$ cat src/rtl/wb_unit_mp.sv
//------------------------------------------------------------------------------
// Module      : wb_unit_mp
// Description : Writeback stage with one register-file write port shared by
//               two sources. Main-pipeline results (ALU or aligned and
//               extended load data) always win the port. Long-latency
//               (mul/div) results are queued in a small FIFO and drain into
//               idle writeback slots. A starvation counter requests a
//               pipeline bubble when the FIFO head has waited too long.
//               Optional macro WB_LL_BYPASS_EN lets a long-latency result
//               skip the empty FIFO for single-cycle latency.
// Revision    : 1.0 - initial release
//------------------------------------------------------------------------------
`timescale 1ns/1ps
`default_nettype none

module wb_unit_mp #(
  parameter int DATA_W     = 32,
  parameter int REG_AW     = 5,
  parameter int LL_DEPTH   = 4,
  parameter int STARVE_MAX = 8,
  localparam int OFF_W     = $clog2(DATA_W/8)
) (
  input  logic              clk,
  input  logic              rst,
  // main pipeline
  input  logic              RegWrite_in,
  input  logic              MemToReg,
  input  logic [1:0]        MemSize,
  input  logic              MemSigned,
  input  logic [OFF_W-1:0]  ByteOffset,
  input  logic [REG_AW-1:0] DestReg_in,
  input  logic [DATA_W-1:0] ALU_result,
  input  logic [DATA_W-1:0] MemRead_data,
  // long-latency producer
  input  logic              LL_valid,
  output logic              LL_ready,
  input  logic [REG_AW-1:0] LL_dest,
  input  logic [DATA_W-1:0] LL_data,
  // register-file write port
  output logic              RegWrite_out,
  output logic [REG_AW-1:0] DestReg_out,
  output logic [DATA_W-1:0] RegWrite_data,
  output logic              Stall_req
);

  localparam int PTR_W = (LL_DEPTH > 1) ? $clog2(LL_DEPTH) : 1;
  localparam int CNT_W = PTR_W + 1;
  localparam int STV_W = $clog2(STARVE_MAX + 1);

  localparam logic [CNT_W-1:0] c_FULL       = CNT_W'(LL_DEPTH);
  localparam logic [STV_W-1:0] c_STARVE_MAX = STV_W'(STARVE_MAX);
  // Clearing bit 0 of the byte offset gives the byte address of the halfword.
  localparam logic [OFF_W-1:0] c_HALF_MASK  = ~OFF_W'(1);

  //--------------------------------------------------------------------------
  // Load alignment and extension
  //--------------------------------------------------------------------------
  logic [7:0]        w_byte;
  logic [15:0]       w_half;
  logic [DATA_W-1:0] w_load;
  logic [DATA_W-1:0] w_main_data;

  // Shifting right (instead of a variable part-select) keeps every offset
  // in range even when DATA_W is not a multiple of 16.
  assign w_byte = 8'(MemRead_data >> {ByteOffset, 3'b000});
  assign w_half = 16'(MemRead_data >> {ByteOffset & c_HALF_MASK, 3'b000});

  // Pick the load width and extend it to the datapath width.
  always_comb begin
    w_load = MemRead_data;
    case (MemSize)
      2'b00:   w_load = {{(DATA_W-8){MemSigned & w_byte[7]}}, w_byte};
      2'b01:   w_load = {{(DATA_W-16){MemSigned & w_half[15]}}, w_half};
      default: w_load = MemRead_data;
    endcase
  end

  assign w_main_data = MemToReg ? w_load : ALU_result;

  //--------------------------------------------------------------------------
  // Long-latency FIFO control
  //--------------------------------------------------------------------------
  logic [REG_AW-1:0] r_fifo_dest [LL_DEPTH];
  logic [DATA_W-1:0] r_fifo_data [LL_DEPTH];
  logic [PTR_W-1:0]  r_rd_ptr;
  logic [PTR_W-1:0]  r_wr_ptr;
  logic [CNT_W-1:0]  r_count;
  logic [STV_W-1:0]  r_starve;

  logic              w_full;
  logic              w_empty;
  logic              w_main_wr;
  logic              w_pop;
  logic              w_push;
  logic              w_bypass;
  logic [CNT_W-1:0]  w_count_nxt;
  logic [STV_W-1:0]  w_starve_nxt;
  logic              w_stall_nxt;

  assign w_full    = (r_count == c_FULL);
  assign w_empty   = (r_count == '0);
  // A write to register 0 is discarded and leaves the slot idle.
  assign w_main_wr = RegWrite_in && (DestReg_in != '0);
  assign w_pop     = !w_empty && !w_main_wr;
  // Ready is held low through reset so nothing is accepted and then flushed.
  assign LL_ready  = !rst && !w_full;

`ifdef WB_LL_BYPASS_EN
  assign w_bypass = w_empty && !w_main_wr && LL_valid && (LL_dest != '0);
`else
  assign w_bypass = 1'b0;
`endif

  // Results for register 0 are acknowledged but never stored.
  assign w_push = LL_valid && LL_ready && (LL_dest != '0) && !w_bypass;

  // Occupancy and starvation bookkeeping for the next cycle.
  always_comb begin
    w_count_nxt = r_count;
    case ({w_push, w_pop})
      2'b10:   w_count_nxt = r_count + CNT_W'(1);
      2'b01:   w_count_nxt = r_count - CNT_W'(1);
      default: w_count_nxt = r_count;
    endcase

    // Non-empty without a pop can only mean a main write took the port.
    w_starve_nxt = r_starve;
    if (w_empty || w_pop) begin
      w_starve_nxt = '0;
    end else if (r_starve != c_STARVE_MAX) begin
      w_starve_nxt = r_starve + STV_W'(1);
    end

    w_stall_nxt = (w_starve_nxt == c_STARVE_MAX) && (w_count_nxt != '0);
  end

  // FIFO storage; contents are only meaningful below the count, so no reset.
  always_ff @(posedge clk) begin
    if (w_push) begin
      r_fifo_dest[r_wr_ptr] <= LL_dest;
      r_fifo_data[r_wr_ptr] <= LL_data;
    end
  end

  // Pointers, occupancy, starvation counter and bubble request.
  always_ff @(posedge clk) begin
    if (rst) begin
      r_rd_ptr  <= '0;
      r_wr_ptr  <= '0;
      r_count   <= '0;
      r_starve  <= '0;
      Stall_req <= 1'b0;
    end else begin
      if (w_push) r_wr_ptr <= r_wr_ptr + PTR_W'(1);
      if (w_pop)  r_rd_ptr <= r_rd_ptr + PTR_W'(1);
      r_count   <= w_count_nxt;
      r_starve  <= w_starve_nxt;
      Stall_req <= w_stall_nxt;
    end
  end

  //--------------------------------------------------------------------------
  // Write port arbitration: main > FIFO head > bypass
  //--------------------------------------------------------------------------
  // Register the winning write; address and data hold when the slot is idle.
  always_ff @(posedge clk) begin
    if (rst) begin
      RegWrite_out  <= 1'b0;
      DestReg_out   <= '0;
      RegWrite_data <= '0;
    end else if (w_main_wr) begin
      RegWrite_out  <= 1'b1;
      DestReg_out   <= DestReg_in;
      RegWrite_data <= w_main_data;
    end else if (w_pop) begin
      RegWrite_out  <= 1'b1;
      DestReg_out   <= r_fifo_dest[r_rd_ptr];
      RegWrite_data <= r_fifo_data[r_rd_ptr];
    end else if (w_bypass) begin
      RegWrite_out  <= 1'b1;
      DestReg_out   <= LL_dest;
      RegWrite_data <= LL_data;
    end else begin
      RegWrite_out  <= 1'b0;
    end
  end

endmodule

`default_nettype wire
$ cat config.mk
export PLATFORM = sky130hd
export DESIGN_NAME = wb_unit_mp
export DESIGN_NICKNAME = d
export VERILOG_FILES = /design/src/rtl/wb_unit_mp.sv
export SDC_FILE = /design/constraint.sdc
export NUM_CORES = 1
export LEC_CHECK = 0
export BUFFER_PORTS_ARGS = -buffer_cell sky130_fd_sc_hd__buf_4
export CAP_MARGIN = 0
export CORE_MARGIN = 5
export CORE_UTILIZATION = 50
export DETAILED_ROUTE_END_ITERATION = 10
export PLACE_DENSITY = 0.73
export SLEW_MARGIN = 40
export SYNTH_ARGS = -nofsm -noshare
export SYNTH_HDL_FRONTEND = slang
export SYNTH_SLANG_ARGS = --single-unit
$ cat constraint.sdc
create_clock -name clk -period 3.3 [get_ports clk]
set_input_delay 0.33 -clock clk [delete_from_list [all_inputs] [get_ports clk]]
set_output_delay 0.33 -clock clk [all_outputs]
set_load 0.005 [all_outputs]
=== Yosys cells after proc, flatten, opt, wreduce, memory -nomap -nowiden ===
Memories as Yosys holds them, arrays and structs flattened. A register that Yosys moved wholly into a read port is not among the register bits.
Index checks and enable logic that the tools add are counted.

* Logic and storage cells: 59
* Memories kept: 2
* Input bits: 116
* RAM bits: 148
* Memory bits (read-only): 0
* Register bits after elaboration: 50
* Bits in latches: 0

* Multipliers: 0
* Bitwise operators: 2
* Shift operators: 2
* Order comparisons: 0
* Eq/ne operators: 6
* Muxes and demuxes: 17
* $add $sub $neg: 5
* Div/mod/pow operators: 0
* Reduce and logical (&&, ||, !) cells: 17

{| class="wikitable"
|+ Memories
! memory !! words !! width !! read ports !! clocked after memory_dff !! write ports !! line !! text
|-
| r_fifo_data || 4 || 32 || 1 || 1 || 1 || 84 || <nowiki>logic [DATA_W-1:0] r_fifo_data [LL_DEPTH];</nowiki>
|-
| r_fifo_dest || 4 || 5 || 1 || 1 || 1 || 83 || <nowiki>logic [REG_AW-1:0] r_fifo_dest [LL_DEPTH];</nowiki>
|}

{| class="wikitable"
|+ Operator list
! operator !! count
|-
| two-way mux 32 bit || 3
|-
| one-hot mux 32 bit (2 select lines) || 1
|-
| right shift 32 x 5 -> 16 bit || 1
|-
| right shift 32 x 5 -> 8 bit || 1
|-
| two-way mux 5 bit || 2
|-
| nonzero test 5 bit || 2
|-
| two-way mux 2 bit || 4
|-
| two-way mux 4 bit || 2
|-
| logical AND 1 bit || 6
|-
| one-hot mux 3 bit (2 select lines) || 1
|-
| adder 2 x 1 -> 2 bit (second input constant) || 2
|-
| adder 4 x 1 -> 4 bit (second input constant) || 1
|-
| == test 2 x 1 -> 1 bit (second input constant) || 2
|-
| == test 4 bit (second input constant) || 1
|-
| logical NOT 1 bit || 4
|-
| two-way mux 1 bit || 4
|-
| != test 4 bit (second input constant) || 1
|-
| adder 3 x 1 -> 3 bit (second input constant) || 1
|-
| == test 3 bit (second input constant) || 1
|-
| logical NOT 3 bit || 1
|-
| nonzero test 3 bit || 1
|-
| subtractor 3 x 1 -> 3 bit (second input constant) || 1
|-
| bitwise AND 1 bit || 2
|-
| == test 2 bit (second input constant) || 1
|-
| 3 further kinds || 3
|}

=== Depth between registers and ports, before layout ===
Gate-level depths: netlist of the first run.

* Word-level depth: 9
* Gate-level depth with buffers: 11

=== Worst setup path after synthesis of the first run ===
Ideal clock, no wire load.

* Path type: in2reg
* Start: input DestReg_in[1]
* End: register Stall_req
* Stages: 11
* Path buffers: 1
* Slack: 487 ps
* Arrival: 2698 ps
* Path through: or4_4 > o21a_1 > buf_2 > nor2_1 > ha_1 > inv_1 > fa_1 > xor2_1 > xor2_1 > and4b_1 > a2111oi_0

* Cells in the longest elaborated chain, start to end: 8
* Elaborated cells between the ends (all ways): 12
* Classes of those cells: eq/ne (3); mux (2); reduce/logical (7)

{| class="wikitable"
|+ Ends and longest elaborated chain
! what !! line !! text
|-
| start, declared || 31 || <nowiki>input logic [REG_AW-1:0] DestReg_in,</nowiki>
|-
| nonzero test 5 bit (*) || 103 || <nowiki>assign w_main_wr = RegWrite_in && (DestReg_in != '0);</nowiki>
|-
| logical AND 1 bit (*) || 103 ||
|-
| logical NOT 1 bit (*) || 104 || <nowiki>assign w_pop = !w_empty && !w_main_wr;</nowiki>
|-
| logical AND 1 bit (*) || 104 ||
|-
| named net w_pop || 93 || <nowiki>logic w_pop;</nowiki>
|-
| == test 2 x 1 -> 1 bit (tied with other cells) || 120 || <nowiki>case ({w_push, w_pop})</nowiki>
|-
| one-hot mux 3 bit (2 select lines) or two-way mux 4 bit (tied branches) || 120, 128 ||
|-
| nonzero test 3 bit or == test 4 bit (tied branches) || 134 || <nowiki>w_stall_nxt = (w_starve_nxt == c_STARVE_MAX) && (w_count_nxt != '0);</nowiki>
|-
| logical AND 1 bit (*) || 134 ||
|-
| end signal, assigned || 158 || <nowiki>Stall_req <= w_stall_nxt;</nowiki>
|-
| end, declared || 43 || <nowiki>output logic Stall_req</nowiki>
|}

The timed path passes the listed nets; every way through them passes the cells marked *.
A chain may end at the register's enable or synchronous reset.

=== Worst setup path in the final report of the first run ===
* Start: input LL_dest[0]
* End: register Stall_req

* Cells in the longest elaborated chain, start to end: 6
* Elaborated cells between the ends (all ways): 7
* Classes of those cells: eq/ne (2); mux (1); reduce/logical (4)

{| class="wikitable"
|+ Ends and longest elaborated chain
! what !! line !! text
|-
| start, declared || 37 || <nowiki>input logic [REG_AW-1:0] LL_dest,</nowiki>
|-
| nonzero test 5 bit (*) || 115 || <nowiki>assign w_push = LL_valid && LL_ready && (LL_dest != '0) && !w_bypass;</nowiki>
|-
| logical AND 1 bit (*) || 115 ||
|-
| == test 2 x 1 -> 1 bit or == test 2 bit (tied branches) || 120 ||
|-
| one-hot mux 3 bit (2 select lines) (*) || 120 ||
|-
| nonzero test 3 bit (*) || 134 ||
|-
| logical AND 1 bit (*) || 134 ||
|}

Mark *: on every way between the ends. The rest lies on a longest branch, timed or not.

==> results of run 1 <==
state kept, by name, indices dropped and copies added, names as in the netlist, named ones only:
| register | flops |
|---|---|
| r_count | 3 |
| r_rd_ptr | 2 |
| RegWrite_data | 32 |
| r_fifo_dest | 20 |
| r_starve | 4 |
| DestReg_out | 5 |
| r_fifo_data | 128 |
| RegWrite_out | 1 |
| r_wr_ptr | 2 |
| Stall_req | 1 |
kinds of logic (layout without fill, tap and decap cells):
| logic type | count (synthesis) | count (layout) |
|---|---|---|
| buffers and inverters | 64 | 218 |
| adders and majority gates | 8 | 8 |
| muxes | 79 | 79 |
| and+or+nand+nor | 123 | 123 |
| AOI/OAI and AO/OA | 127 | 127 |
| DFF | 200 | 200 |
| xor gates and xnor gates | 5 | 5 |
Yosys cell counts, types with 2 or more instances:
cell type,instances,area [um^2]
o21ai_1,2,10.0
xor2_1,4,35.0
and3_1,5,31.3
nand3b_1,3,22.5
buf_2,14,70.1
nor2b_1,5,31.3
o21ai_0,9,45.0
nand3_1,5,25.0
o211ai_1,4,30.0
mux4_2,37,833
nand2b_1,8,50.1
nor3b_1,9,67.6
or3_1,4,25.0
mux2i_1,41,410
edfxtp_1,148,4440
a21boi_0,3,22.5
buf_1,3,11.3
nor3_1,9,45.0
dfxtp_1,52,1040
clkbuf_1,27,101
ha_1,7,87.6
o221ai_1,2,17.5
a221oi_1,25,219
a21oi_1,28,140
o22ai_1,13,81.3
a22oi_1,6,45.0
nor4_1,2,12.5
o21bai_1,2,15.0
a211oi_1,6,45.0
nor2_1,37,139
a31oi_1,2,12.5
inv_1,19,71.3
o32ai_1,17,149
nand2_1,30,113
worst paths after layout:
path	end	slack, ns	cells past startpoint
worst min-delay path	r_fifo_data[1][30]	0.1	1
worst max register to register	Stall_req	0.24	11
worst min register to register	RegWrite_data[21]	0.55	2
worst max-delay path	Stall_req	0.23	12
worst max-delay path: stages:
cell       delay (ns)
buf_4            0.13
nor4_1           0.58
a211oi_2         0.25
and2_1           0.23
inv_1            0.05
ha_1             0.17
inv_1            0.07
fa_1             0.40
xor2_1           0.29
xor2_1           0.10
and4b_1          0.18
a2111oi_0        0.53
per-stage QoR:
| step | worst slack, ns | area, um^2 | instances | hold slack (ns) |
|---|---|---|---|---|
| after CTS | 0.0916 | 10700 | 985 | 0.0892 |
| final | 0.234 | 10700 | 985 | 0.0984 |
| after floorplan | 0.487 | 8680 | 606 | 0.429 |
| after global routing | 0.104 | 10700 | 985 | 0.0781 |
| after global placement | 0.319 | 10100 | 952 | 0.517 |
| after detailed placement | -0.0742 | 10100 | 953 | 0.519 |
what timing repair did:
action | in CTS | in global routing
resized for setup | 0 | 2
setup endpoints to repair | 0 | 1
endpoints found under the hold margin | 0 | 0
routing by layer:
metal,part of all wire (%),vias to the layer above,wire length [um]
li1,-,2673,-
met1,39,3040,8870
met2,51,251,11800
met3,6.2,45,1430
met4,3.5,2,801
met5,0.057,-,13
where the power goes:
part           switching, mW  total [mW]  leakage (nW)  internal, mW
combinational          0.859        1.72          1.80         0.863
sequential             0.178        3.08          1.77          2.91
clock                  0.975        2.05         0.283          1.07
total                   2.01        6.85          3.86          4.84
cell type report:
cell class | count | area [um^2] | area share, %
clock buffer | 17 | 425 | 3.98
clock inverter | 15 | 156 | 1.46
inverter | 19 | 71.3 | 0.667
multi-input combinational | 342 | 2960 | 27.7
sequential | 200 | 5490 | 51.3
tap | 225 | 282 | 2.63
timing repair buffer | 167 | 1320 | 12.3
==> impl_metrics.tcl, run 1 <==
set metrics [dict create \
    vias 6011 \
    dr.pass1.iters 5 \
    clkSinkCount 200 \
    post-cts-setup-buffers 0 \
    synth_edf_count 148 \
    startpoint "LL_dest[0]" \
    grt_pass1_vias 5959 \
    drt-total-wl_um 22900 \
    cts_inserted_buffers 17 \
    power_mw 6.85 \
    vias_per_cell 6.10 \
    die_width_um 142 \
    fillCellCount 1279 \
    cts_tree "done" \
    dp_hpwl_um 15700 \
    syn_inst 606 \
    syn2layout_area_growth_pct 23.3 \
    crit_path_max_fanout 8 \
    grt_pass1_wl_um 34200 \
    yosysSeqAreaShare_pct 63.2 \
    final_util_pct 62.3 \
    root_buffer "clkbuf_16" \
    p_per_area_nw_per_um2 641 \
    setup.worst_path.class "primary input to register" \
    post_drt_wl_per_cell_um 23.2 \
    slew_viol_final 0 \
    synth_nets 730 \
    drt_iter0_drc 606 \
    antenna_found_initial 1 \
    drive_gt1_share_pct 33.6 \
    min_path_type "primary input to register" \
    cp-end-kind "register" \
    layout.nets 871 \
    ant_nets 0 \
    worst_slew_pin_slew_ns 0.716 \
    synth-simple-area-share_pct 7.09 \
    min_period_ns 3.07 \
    ys_types 52 \
    required_ns 3.56 \
    maxCapViolations 0 \
    grt-busiest-layer "met2" \
    finalHoldViolCount 0 \
    vdd_drop_max_mv 0.390 \
    grt_max_degree 53 \
    setup_viol 0 \
    yosysWarnings 0 \
    synth-compound-area-share_pct 10.4 \
    grt_use_met3_pct 5.36 \
    cts_buffer_depth 2 \
    ys_async_sr_fraction_pct 0 \
    num_rows 48 \
    ys_ff_latch 200 \
    fp.coreArea_um2 17200 \
    skew_ns 0.00732 \
    tns_ns 0 \
    status "complete, no violations" \
    start_kind "primary input" \
    rsz0062_at_grt "no" \
    top_level_ports 156 \
    slew_headroom_pct 52.2 \
    mostFrequentLayoutCells "buf_4, edfxtp_1, dfxtp_1, mux2i_1" \
    fmax_mhz 326 \
    holdBufCountCts 0 \
    cts-htree-levels 4 \
    clk_pin_slew_worst_paths_ns 0.07 \
    synthAdderAreaFrac_pct 1.24 \
    place_congestion 0.892 \
    worstReg2RegStart "r_count[2]" \
    clock_latency_ns 0.43 \
    use_met2_pct 38.4 \
    timing.final.crit_share_pct 92.9 \
    diodes 0 \
    numPortBuffers 155 \
    grt_usage_pct 22.6 \
    p_leak_nw 3.86 \
    hold_start "LL_data[30]" \
    grtUsageMet1_pct 28.1 \
    grt_overflow_total 0 \
    synthMuxAreaShare_pct 14.5 \
    layout_commonest_cell "buf_4" \
    synth_xor_area_share_pct 0.505 \
    die_y_um 142 \
    synth_top_family_by_area "multiplexers" \
    start_util_pct 50.5 \
    syn_avg_cell_area_um2 14.3 \
    die_area_um2 20100 \
    drc 0 \
    crit_arrival_ns 3.33 \
    syn_area_um2 8680 \
    yosys_most_used_dff "edfxtp_1" \
]
No activity file was read; power rests on OpenSTA's default activity.
==> run 2, diff against run 1 <==
ABC_AREA = 1   (was default)
PLACE_DENSITY = 0.72   (was 0.73)
==> run 2 against run 1 <==
Compared with the run above: cell count increased by 36%; critical path depth increased by 2; clock-buffer cell count increased by 2; non-clock buffer count increased by 2; register-to-register slack improved by 0.54 ns; synthesized cell count increased by 59%; clock power decreased by 8%; clock skew increased by 0.0027 ns; via count increased by 17%; first-iteration DRC count increased by 0.83%; sequential power decreased by 2%; highest routed layer is now met4.
==> impl_metrics.tcl, run 2 <==
set metrics [dict create \
    status "complete, no violations" \
    p_leak_nw 4.46 \
    layout_commonest_cell "nand2_1" \
    fp.coreArea_um2 17900 \
    cp-end-kind "register" \
    power.internal_mw 4.54 \
    slew_headroom_pct 49.5 \
    die_y_um 144 \
    grt_max_degree 75 \
    cts_tree "done" \
    cts_resized 0 \
    yosysSeqAreaShare_pct 60.7 \
    synth_top_cell_by_area "edfxtp_1" \
    timing.final.crit_share_pct 76.5 \
    seq_area_um2 5490 \
    hold_start "LL_data[27]" \
    ys_types 36 \
    place_congestion 0.956 \
    setup.worst_path.class "register to register" \
    mostFrequentLayoutCells "nand2_1, buf_4, edfxtp_1, nor2_1, o21ai_0" \
    syn_inst 965 \
    layout.nets 1225 \
    cts_buffer_depth 2 \
    fin_hold_ws_ns 0.0883 \
    drt-total-wl_um 23200 \
    diodes 0 \
    die_width_um 144 \
    fmax_mhz 396 \
    post_drt_wl_per_cell_um 17.3 \
    ys_ff_latch 200 \
    largest_register_ffs 128 \
    synth.most_common_cell "nand2_1" \
    antenna_found_initial 0 \
    tns_ns 0 \
    yosys_most_used_dff "edfxtp_1" \
    start_util_pct 50.5 \
    min_period_ns 2.52 \
    crit_arrival_ns 2.86 \
    r2r_end "Stall_req" \
    hold_path_end "r_fifo_data[1][27]" \
    comb_power_share_pct 27.7 \
    cts-htree-levels 4 \
    synth.top_cells.by_count "nand2_1, edfxtp_1, nor2_1, o21ai_0, inv_1" \
    min_path_type "primary input to register" \
    pre_cts_ws_ns 0.568 \
    syn_area_um2 9040 \
    synth_nets 1089 \
    p_per_area_nw_per_um2 623 \
    crit_path_max_fanout 26 \
    synth_area_leaders "edfxtp_1, dfxtp_1, nand2_1" \
    regMostFlops "r_fifo_data" \
    crit_buf_inv 4 \
    setup_viol 0 \
    max_stage_delay_ns 0.38 \
    clkSinkCount 200 \
    syn_avg_cell_area_um2 9.37 \
    worst_slew_pin_slew_ns 0.758 \
    worstRegToRegCells 14 \
    clkPwrFrac_pct 27.7 \
    sw_frac_of_total_pct 33.1 \
    post-cts-setup-buffers 0 \
    numPortBuffers 155 \
    ant_nets 0 \
    clk_pin_slew_worst_paths_ns 0.07 \
    drt_iter0_drc 611 \
    die_area_um2 20900 \
    vias_per_cell 5.25 \
    pwr-share-seq_pct 44.6 \
    synth_edf_count 148 \
    slew_viol_final 0 \
    top_level_ports 156 \
    vias 7054 \
    num_rows 49 \
    cts_inserted_buffers 17 \
    grt_pass1_wl_um 35100 \
    rsz0062_at_grt "no" \
    required_ns 3.63 \
    power_mw 6.79 \
    vdd_drop_max_mv 0.441 \
    yosysWarnings 0 \
    skew_ns 0.00999 \
    final_util_pct 60.8 \
    fin_ws_ns 0.775 \
    switchingPower_mw 2.25 \
    finalHoldViolCount 0 \
    dp_hpwl_um 15800 \
    multi_input_area_um2 3020 \
    reg.largest.list "r_fifo_data x128, RegWrite_data x32, r_fifo_dest x20" \
    path_cells "inv_1 > nand3_2 > nand2_2 > inv_2 > ha_1 > inv_1 > fa_1 > nand2_1 > nand3_1 > xor2_1 > inv_1 > nand3_1 > nand3_1 > nor2_1" \
    hold_depth 1 \
    root_buffer "clkbuf_16" \
    cpMaxStageDelayCell "inv_2" \
    grt_pass1_vias 6426 \
    reg2reg_slack_ns 0.78 \
    start_kind "register" \
    drive_gt1_share_pct 21.5 \
    syn2layout_area_growth_pct 20.4 \
    holdBufCountCts 0 \
    drc 0 \
    grt_overflow_total 0 \
    clock_latency_ns 0.43 \
    synth_top_area_share_pct 49.2 \
    fillCellCount 1538 \
    grt_usage_pct 22.1 \
    worstReg2RegStart "r_count[0]" \
    maxCapViolations 0 \
    dr.pass1.iters 6 \
    ys_async_sr_fraction_pct 0 \
    crit_family "simple AND/OR/NAND/NOR gates" \
]
-- run 2: cell types whose count changed after synthesis, moves of 10 or more --
cell,before,now
nand2_1,30,236
nor2_1,37,129
o21ai_0,9,95
nand3_1,5,63
inv_1,19,71
mux2i_1,41,0
mux4_2,37,0
a221oi_1,25,0
o32ai_1,17,0
a21oi_2,0,10
-- run 2: stage by stage --
stage / cell area [um^2] / std cells
floorplan: 9040 / 965
global placement: 10400 / 1311
detailed placement: 10400 / 1311
CTS: 10900 / 1343
global route: 10900 / 1343
finish: 10900 / 1343
-- run 2: power groups by stage --
stage | Sequential [mW] | Combinational [mW] | Clock, mW
finish | 3.03 | 1.88 | 1.88
CTS | 3.03 | 1.88 | 1.91
floorplan | 3.06 | 1.22 | 0
detailed placement | 3.08 | 1.87 | 0
global placement | 3.08 | 1.84 | 0
global route | 3.04 | 2.10 | 2.02
-- run 2: routing by layer --
layer | vias to the layer above | global-route usage (%) | routed length, um | part of all wire [%]
li1 | 3492 | - | - | -
met5 | - | 0 | 0 | 0
met1 | 3259 | 32.4 | 10400 | 45
met2 | 268 | 33.1 | 10300 | 44
met3 | 35 | 3.97 | 2030 | 8.7
met4 | 0 | 8.10 | 511 | 2.2
-- run 2: layout make-up --
class / instances / area share, %
Tap cell: 229 / 2.63
Multi-Input combinational cell: 637 / 27.8
Inverter: 76 / 2.69
Timing Repair Buffer: 169 / 11.7
Sequential cell: 200 / 50.4
Clock inverter: 13 / 0.874
Clock buffer: 19 / 3.98
-- run 2: cells by family (layout without fill, tap and decap cells) --
logic type / count (synthesis) / count (layout) / synth area share, %
AND/OR/NAND/NOR: 452 / 452 / 20.7
flip-flops: 200 / 200 / 60.7
AO/OA/AOI/OAI: 172 / 172 / 10.7
buffers and inverters: 128 / 277 / 6.26
adder cells (fa/ha/maj): 8 / 8 / 1.19
XOR/XNOR: 5 / 5 / 0.484
-- run 2: how the worst max path moves through the flow --
stage	startpoint	to	cells after the start
finish	r_count[0]	Stall_req	14
global route	r_count[0]	Stall_req	15
CTS	r_count[0]	Stall_req	14
detailed placement	DestReg_in[2]	Stall_req	16
global placement	DestReg_in[2]	Stall_req	16
floorplan	r_count[0]	r_fifo_data[0][0]	4
